**src/rtl/instr_queue_pkg.sv**
```systemverilog
// Shared MIPS instruction types and the head-format tag used by the
// instruction queue and later decode stages.
package codes;

  typedef logic [31:0] size_t;
  typedef logic [5:0]  opcode_t;
  typedef logic [5:0]  funct_t;
  typedef logic [4:0]  regaddr_t;

  localparam opcode_t OP_SPECIAL = 6'h00;
  localparam opcode_t OP_J       = 6'h02;
  localparam opcode_t OP_JAL     = 6'h03;

  typedef enum logic [1:0] {
    FMT_NONE = 2'd0,
    FMT_R    = 2'd1,
    FMT_I    = 2'd2,
    FMT_J    = 2'd3
  } instr_fmt_t;

endpackage

```
**src/rtl/instr_queue_fields.sv**
```systemverilog
// Combinational instruction word splitter: R/I/J field extraction plus a
// format tag; every field is zero when the word is not valid.
module instr_fields
  import codes::*;
(
  input  logic       valid,
  input  size_t      instr,
  output instr_fmt_t fmt,
  output opcode_t    opcode,
  output regaddr_t   rs,
  output regaddr_t   rt,
  output regaddr_t   rd,
  output logic [4:0] shift,
  output funct_t     funct,
  output logic [15:0] immediate,
  output logic [25:0] target
);

  always_comb begin
    fmt       = FMT_NONE;
    opcode    = '0;
    rs        = '0;
    rt        = '0;
    rd        = '0;
    shift     = '0;
    funct     = '0;
    immediate = '0;
    target    = '0;
    if (valid) begin
      opcode = instr[31:26];
      case (instr[31:26])
        OP_SPECIAL: begin
          fmt   = FMT_R;
          rs    = instr[25:21];
          rt    = instr[20:16];
          rd    = instr[15:11];
          shift = instr[10:6];
          funct = instr[5:0];
        end
        OP_J, OP_JAL: begin
          fmt    = FMT_J;
          target = instr[25:0];
        end
        default: begin
          fmt       = FMT_I;
          rs        = instr[25:21];
          rt        = instr[20:16];
          immediate = instr[15:0];
        end
      endcase
    end
  end

endmodule

```
**src/rtl/instr_queue.sv**
```systemverilog
// Circular instruction FIFO between fetch and control, with optional
// empty-queue bypass, flush for taken branches, and a decoded head view.
module instr_queue
  import codes::*;
#(
  parameter int DEPTH  = 4,
  parameter int PC_W   = 32,
  parameter int BYPASS = 1
) (
  input  logic                   clk,
  input  logic                   reset_n_i,
  input  logic                   in_valid_i,
  output logic                   in_ready_o,
  input  size_t                  instr_i,
  input  logic [PC_W-1:0]        pc_i,
  output logic                   out_valid_o,
  input  logic                   out_ready_i,
  input  logic                   flush_i,
  output logic [PC_W-1:0]        pc_o,
  output size_t                  instr_o,
  output instr_fmt_t             fmt_o,
  output opcode_t                opcode_o,
  output regaddr_t               rs_o,
  output regaddr_t               rt_o,
  output regaddr_t               rd_o,
  output logic [4:0]             shift_o,
  output funct_t                 funct_o,
  output logic [15:0]            immediate_o,
  output logic [25:0]            target_o,
  output logic [$clog2(DEPTH):0] count_o
);

  localparam int AW  = $clog2(DEPTH);
  localparam int CW  = AW + 1;
  localparam bit BYP = (BYPASS != 0);

  size_t           mem    [DEPTH];
  logic [PC_W-1:0] pc_mem [DEPTH];

  logic [AW-1:0] wr_ptr, rd_ptr;
  logic [CW-1:0] count;
  logic          empty, full, bypass_sel;
  logic          push_acc, pop, pass_through, do_write, do_read;
  size_t         head_instr;
  logic [PC_W-1:0] head_pc;

  assign empty      = (count == '0);
  assign full       = (count == CW'(DEPTH));
  assign in_ready_o = !full;
  assign bypass_sel = BYP && empty;

  // Reset is folded in so a bypassed input cannot leak out while held in reset.
  assign out_valid_o = reset_n_i && !flush_i && (!empty || (BYP && in_valid_i));

  assign push_acc = in_valid_i && in_ready_o && !flush_i;
  assign pop      = out_valid_o && out_ready_i;

  // A bypassed word consumed in the same cycle never touches storage.
  assign pass_through = bypass_sel && pop;
  assign do_write     = push_acc && !pass_through;
  assign do_read      = pop && !pass_through;

  assign head_instr = bypass_sel ? instr_i : mem[rd_ptr];
  assign head_pc    = bypass_sel ? pc_i    : pc_mem[rd_ptr];

  always_ff @(posedge clk or negedge reset_n_i) begin
    if (!reset_n_i) begin
      wr_ptr <= '0;
      rd_ptr <= '0;
      count  <= '0;
    end else if (flush_i) begin
      wr_ptr <= '0;
      rd_ptr <= '0;
      count  <= '0;
    end else begin
      if (do_write) wr_ptr <= wr_ptr + 1'b1;
      if (do_read)  rd_ptr <= rd_ptr + 1'b1;
      case ({do_write, do_read})
        2'b10:   count <= count + 1'b1;
        2'b01:   count <= count - 1'b1;
        default: count <= count;
      endcase
    end
  end

  always_ff @(posedge clk) begin
    if (do_write) begin
      mem[wr_ptr]    <= instr_i;
      pc_mem[wr_ptr] <= pc_i;
    end
  end

  assign count_o = count;
  assign instr_o = out_valid_o ? head_instr : '0;
  assign pc_o    = out_valid_o ? head_pc    : '0;

  instr_fields u_fields (
    .valid     (out_valid_o),
    .instr     (head_instr),
    .fmt       (fmt_o),
    .opcode    (opcode_o),
    .rs        (rs_o),
    .rt        (rt_o),
    .rd        (rd_o),
    .shift     (shift_o),
    .funct     (funct_o),
    .immediate (immediate_o),
    .target    (target_o)
  );

endmodule

```
**config.mk**
```make
export PLATFORM = sky130hd
export DESIGN_NAME = instr_queue
export DESIGN_NICKNAME = d
export VERILOG_FILES = /design/src/rtl/instr_queue_pkg.sv /design/src/rtl/instr_queue_fields.sv /design/src/rtl/instr_queue.sv
export SDC_FILE = /design/constraint.sdc
export NUM_CORES = 1
export LEC_CHECK = 0
export CORE_AREA = 2 2 185 187
export CTS_CLUSTER_DIAMETER = 30
export DETAILED_ROUTE_END_ITERATION = 12
export DIE_AREA = 0 0 187 189
export HOLD_SLACK_MARGIN = 0.08
export PLACE_DENSITY_LB_ADDON = 0.2
export SLEW_MARGIN = 20
export SYNTH_ARGS = -nofsm -noshare
export SYNTH_HDL_FRONTEND = slang
export SYNTH_SLANG_ARGS = --single-unit
```
**constraint.sdc**
```tcl
create_clock -name clk -period 3.9 [get_ports clk]
set_clock_uncertainty 0.1 [all_clocks]
set_input_delay 0.78 -clock clk [delete_from_list [all_inputs] [get_ports clk]]
set_output_delay 0.78 -clock clk [all_outputs]
set_load 0.005 [all_outputs]
```
==> results.toml <==
[critical_path]
timing.rr.start = "count_o[2]"
crit_slowest_cell = "dfrtp_4"
cpMostUsedCell = "buf_4"
rrSetupSlack_ps = 1360
critPathBufInv = 3
r2r-end = "count_o[2]"
crit_fanout = 18
cp_data_required_time_ps = 3020
worst-r2r-cell-count = 9
path_class = "register to primary output"
startpoint_type = "register"
critPathTopFamily = "buffers and inverters"
cp.arrival_ps = 2960
crit_chain = "buf_4 -> mux2i_1 -> and4b_4 -> nor3_2 -> buf_4 -> nor4_1 -> clkdlybuf4s50_1"
cp-end-kind = "primary output"
cpPeakStageDelay_ps = 550

[yosys]
netlist_area_um2 = 11600
synth_edf_count = 256
syn_area_per_cell_um2 = 16.0
syn_inst = 723
synth-async-reset-ratio_pct = 2.66
synth_ff_type = "edfxtp_1"
syn_nets = 797
yosysSeqAreaShare_pct = 67.9
synth-seq-cells = 263
synthDistinctLibCells = 44
ys.warnings.count = 0

[route]
vias = 7277
via_per_inst = 4.95
wire_per_inst_um = 20.2
ant_nets = 0
drc = 0
drt_iter0_drc = 315
drt_wl_total_mm = 29.7
first_pass_iters = 4

[floorplan]
die_area_um2 = 35300
start_util_pct = 34.8
dieWidth_um = 187
rows = 67
io_pins = 214
fp.coreArea_um2 = 33300
die_y_um = 189

[global_routing]
grt_pass1_vias = 7551
grt_pass1_wl_mm = 44.4
grt.overflow.total = 0
grt_start_max_net_pins = 65
antenna_found_initial = 0
grt_use_total_pct = 16.3

[flow_run]
cap_violations = 0

[sta]
hold_viol_final = 0
tns_ps = 0
finalSetupViolCount = 0
finalCritPeriodShare_pct = 98.3
setup_slack_ps = 64.4
final_max_slew_viol_count = 0
min_period_ps = 3840
fmax_ghz = 0.261
worstMarginPinSlew_ps = 1060
slew_headroom_pct = 29.3
rsz0062_at_grt = "yes"
whs_ps = 449

[placement]
dp_cells = 1355
post-place-ws_ps = 27.3
dpl.hpwl_mm = 17.4
gp_congestion = 0.833
io_buffers = 213

[power]
p_leak_nw = 5.90
powerDensity_nw_per_um2 = 631
p_total_w = 0.0103
ir_drop_v = 0.000326

[final_layout]
fillCellCount = 2896
layout-drive-gt1-share_pct = 26.5
nNetsFinal = 1054
final_cells = 1470
area_delta_synth_final_pct = 41.8

[outcome]
status = "complete, no violations"

[clock_tree]
clkSlewWorstSetupHoldPaths_ps = 50
clkSinkCount = 263
numCtsBuffers = 52
clock_latency_ps = 540
cts_tree = "yes"
cts_hold_buf = 0
cts_buffer_depth = 3
cts-root-buf = "clkbuf_16"
ctsHtreeMaxLevel = 2

[min_path]
min_path_type = "primary input to async pin"
-- registers in the layout, indices dropped and copies added, names as in the netlist --
| signal | flops |
|---|---|
| pc_mem | 128 |
| mem | 128 |
| count_o | 3 |
| wr_ptr | 2 |
| rd_ptr | 2 |
-- cells in the final DEF, fill, tap and decap left out, types with 25 or more instances in the layout --
cell             Yosys  final
clkdlybuf4s50_1      0    190
edfxtp_1           256    256
nor3_1              31     25
buf_4                8     32
clkbuf_16            0     53
mux2_2              31     31
mux4_2              60     60
nand2_1            100     99
a21oi_1             49     48
inv_1               31     31
-- per-stage QoR --
step           area, µm²  utilization (%)
5_1_grt            16400             49.3
4_1_cts            16200             48.6
6_report           16400             49.3
2_1_floorplan      11600                -
3_5_place_dp       14300             43.1
3_3_place_gp       14300             43.1
-- final cells by class --
| type | instances | area, µm² | share of cell area (%) |
|---|---|---|---|
| tap | 448 | 561 | 3.42 |
| sequential | 263 | 7870 | 48.0 |
| inverter | 31 | 116 | 0.709 |
| timing repair buffer | 260 | 2710 | 16.5 |
| antenna | 1 | 2.50 | 0.0152 |
| multi-input combinational | 372 | 3460 | 21.1 |
| clock inverter | 37 | 364 | 2.22 |
| clock buffer | 58 | 1320 | 8.07 |
-- cells in the mapped netlist, types with 3 or more instances --
master    count  share of area, %
a31oi_1       6              0.32
a21oi_1      49               2.1
mux4_2       60                12
dfrtp_1       7               1.5
buf_6         4              0.39
a31oi_2      11               1.2
inv_1        31               1.0
nor3_2        3              0.26
mux2_2       31               3.0
and2_1        4              0.22
ha_1          4              0.43
buf_4         8              0.52
nand2_1     100               3.2
nor2_1       10              0.32
clkbuf_1     16              0.52
or3_1         4              0.22
edfxtp_1    256                66
mux2i_1      10              0.86
buf_2        23              0.99
o31a_1        3              0.23
nor3_1       31               1.3
buf_1         7              0.23
nor4_1       18              0.97
-- where the power goes --
part | switching (W) | leakage, nW | internal (W)
Sequential | 0.0000566 | 2.41 | 0.00330
Clock | 0.00147 | 0.818 | 0.00273
Combinational | 0.00149 | 2.67 | 0.00131
Total | 0.00301 | 5.90 | 0.00734
-- layer usage --
layer	global-route usage [%]	vias up	share of wire [%]
met5	0	-	0
met4	4.61	0	1.7
met3	4.32	45	6.2
met2	28.0	241	49
met1	20.2	3642	43
li1	-	3349	-
-- worst max path at each step --
stage | startpoint | endpoint | slack (ps) | cells past startpoint
2_1_floorplan | out_ready_i | mem[0][0] | 640 | 4
3_3_place_gp | instr_i[29] | rs_o[4] | 100 | 5
3_5_place_dp | instr_i[29] | rs_o[2] | 30 | 5
4_1_cts | count_o[2] | immediate_o[15] | 0.6 | 7
5_1_grt | rd_ptr[1] | shift_o[0] | -70 | 7
6_report | rd_ptr[1] | rd_o[0] | 60 | 7
-- cells by family (layout without fill, tap and decap cells) --
group,Yosys count,after routing,share of synthesized area [%]
DFF,263,263,67.9
and+or+nand+nor,184,185,7.55
muxes,101,101,15.6
buffers and inverters,89,386,3.65
AOI/OAI and AO/OA,79,79,4.54
adders and majority gates,5,5,0.605
xor gates and xnor gates,2,2,0.151
other,0,1,0
-- timing repair --
| action | in CTS | in global routing |
|---|---|---|
| gates cloned | 2 | 1 |
| setup buffers | 7 | 9 |
| setup endpoints to repair | 64 | 67 |
| pin swaps | 3 | 2 |
| gates resized for setup | 17 | 37 |
Power figures use the tool's default switching activity.
==> patch, RTL diff (config.mk and constraints unchanged) <==
The parameter `BYPASS` goes from 1 to 0.
--- a/src/rtl/instr_queue.sv
+++ b/src/rtl/instr_queue.sv
@@ -5,7 +5,7 @@
 #(
   parameter int DEPTH  = 4,
   parameter int PC_W   = 32,
-  parameter int BYPASS = 1
+  parameter int BYPASS = 0
 ) (
   input  logic                   clk,
   input  logic                   reset_n_i,
Behaviour: not the same (a bounded check fails within 4 cycles, from zero or initial values and one cycle with reset_n_i low).
==> patch against the unedited design <==
Wire length down 13%; hold slack improved by 0.0058 ns; sequential share of layout area rose by 4.1 points; area after synthesis is 8.9% lower; critical path type unchanged; final cell count shrank 10%; highest routed layer is now met5; setup slack better by 0.020 ns; sequential cell count is the same; largest cell class unchanged; final area down 8.0%.
Power is not compared: it rests on default switching activity, and its combinational part moved more than twofold at a synthesized area within 25%.
==> patch: results (changes against the unedited design) <==
- Number of CTS-inserted buffers: 53 (+1.9%)
- The global-route usage over all layers came to 14.62% (-1.6 points).
* Post-synthesis net count: 649 (-19%)
* Vias per Instance: 4.649 (-6.1%)
- The first-iteration detailed-routing DRC count was 299 (-5.1%).
- Global Route met1 Usage: 16.81% (-3.4 points)
- The arithmetic-cell share of the synthesized area counting full adders, half adders and majority gates came to 0.6648% (+0.059 points).
- The non-filler instance count after layout is 1,323 (-10%).
- The worst slack at placement came to 0.2086 ns (+0.1813 ns).
- The placed cell area came to 13,310 µm² (-7.2%).
* CP arrival: 2.94 ns (-0.02 ns)
- First-pass iteration count of the detailed router: 6 (+2)
- Drt total wl: 25.94 mm (-13%)
- Initial antenna violation count: 5 (+5)
- First-pass GRT wire length: 39.54 mm (-11%)
- The number of distinct library cell variants in the gate-level netlist after synthesis was 31 (-30%).
- Global placer's final weighted congestion: 0.7485 (-10%)
- Sequential-to-total area share from yosys stat: 74.61% (+6.7 points)
- Fraction of final layout cells with drive strength greater than 1: 24.51% (-2.0 points)
- Average instance area after synthesis: 18.33 µm² (+15%)
- The fraction of registers with async set/reset was 2.662% (unchanged).
* Fill cell total of the finished layout: 2,946 (+1.7%)
- The maximum number of pins on one net before global-route repair was 41 (-37%).
* Met3 wire length: 2.030 mm (+9.6%)
- Wl on met1: 10.50 mm (-17%)
- EDFF count, synth: 256 (unchanged)
- The fraction of met2 tracks used by global routing came to 25.41% (-2.6 points).
* Number of global-route vias before repair: 6,835 (-9.5%)
* Worst Tran Pin Value: 0.6755 ns (-0.3851 ns)
- Seq group: between 3000 and 4000 µW
* Met3 usage in global routing: 5.134% (+0.82 points)
- The reported max-cap violation count was 0 (unchanged).
- The highest net fanout along the worst path came to 17 (-1).
- Compound-cell area share of the yosys netlist: 0.3087% (-4.2 points)
- Multiplexer area fraction after synthesis: 14.02% (-1.5 points)
* Status: finished clean
- HPWL after detailed placement: 16.57 mm (-4.5%)
- In this run the top signal layer used is met5.
-- patch: final cells by class --
class | instances | area, µm² | share of cell area, %
inverters | 31 | 116.4 | 0.7703
repair buffers | 239 | 2355 | 15.59
diodes | 2 | 5.005 | 0.03313
well taps | 448 | 560.5 | 3.711
multi-input cells | 243 | 2432 | 16.10
clock buffers | 59 | 1349 | 8.929
clock inverters | 38 | 417.9 | 2.767
flip-flops and latches | 263 | 7870 | 52.10
-- patch: metrics by stage --
step,setup TNS (ns),hold slack (ns)
4_1_cts,-0.007583,0.4381
6_report,0,0.4549
2_1_floorplan,0,0.3844
5_1_grt,-0.1260,0.4526
3_5_place_dp,0,0.4838
3_3_place_gp,0,0.4622
-- patch: worst max-delay path, stage by stage, from the launching register on --
cell	delay, ns
sky130_fd_sc_hd__dfrtp_4	0.46
sky130_fd_sc_hd__mux4_2	0.52
sky130_fd_sc_hd__or4_4	0.60
sky130_fd_sc_hd__a21oi_4	0.17
sky130_fd_sc_hd__buf_12	0.16
sky130_fd_sc_hd__nor2_1	0.05
sky130_fd_sc_hd__clkdlybuf4s50_1	0.44
-- patch: worst paths after layout --
| check | from | slack, ns | cells past startpoint | end |
|---|---|---|---|---|
| setup / recovery | rd_ptr[0] | 0.08 | 6 | immediate_o[1] |
| setup reg to reg | count_o[1] | 1.17 | 7 | count_o[2] |
| hold / removal | reset_n_i | 0.45 | 2 | count_o[2] |
| max in group asynchronous | reset_n_i | 3.09 | 2 | rd_ptr[1] |
| min in group clk | wr_ptr[1] | 0.50 | 2 | wr_ptr[1] |
| hold reg to reg | wr_ptr[1] | 0.50 | 2 | wr_ptr[1] |
-- patch: timing repair --
item	4_1_cts	5_1_grt
endpoints found under the setup margin	88	51
resized for setup	65	63
pin swaps	2	1
hold endpoints to repair	0	0
setup buffers	3	0
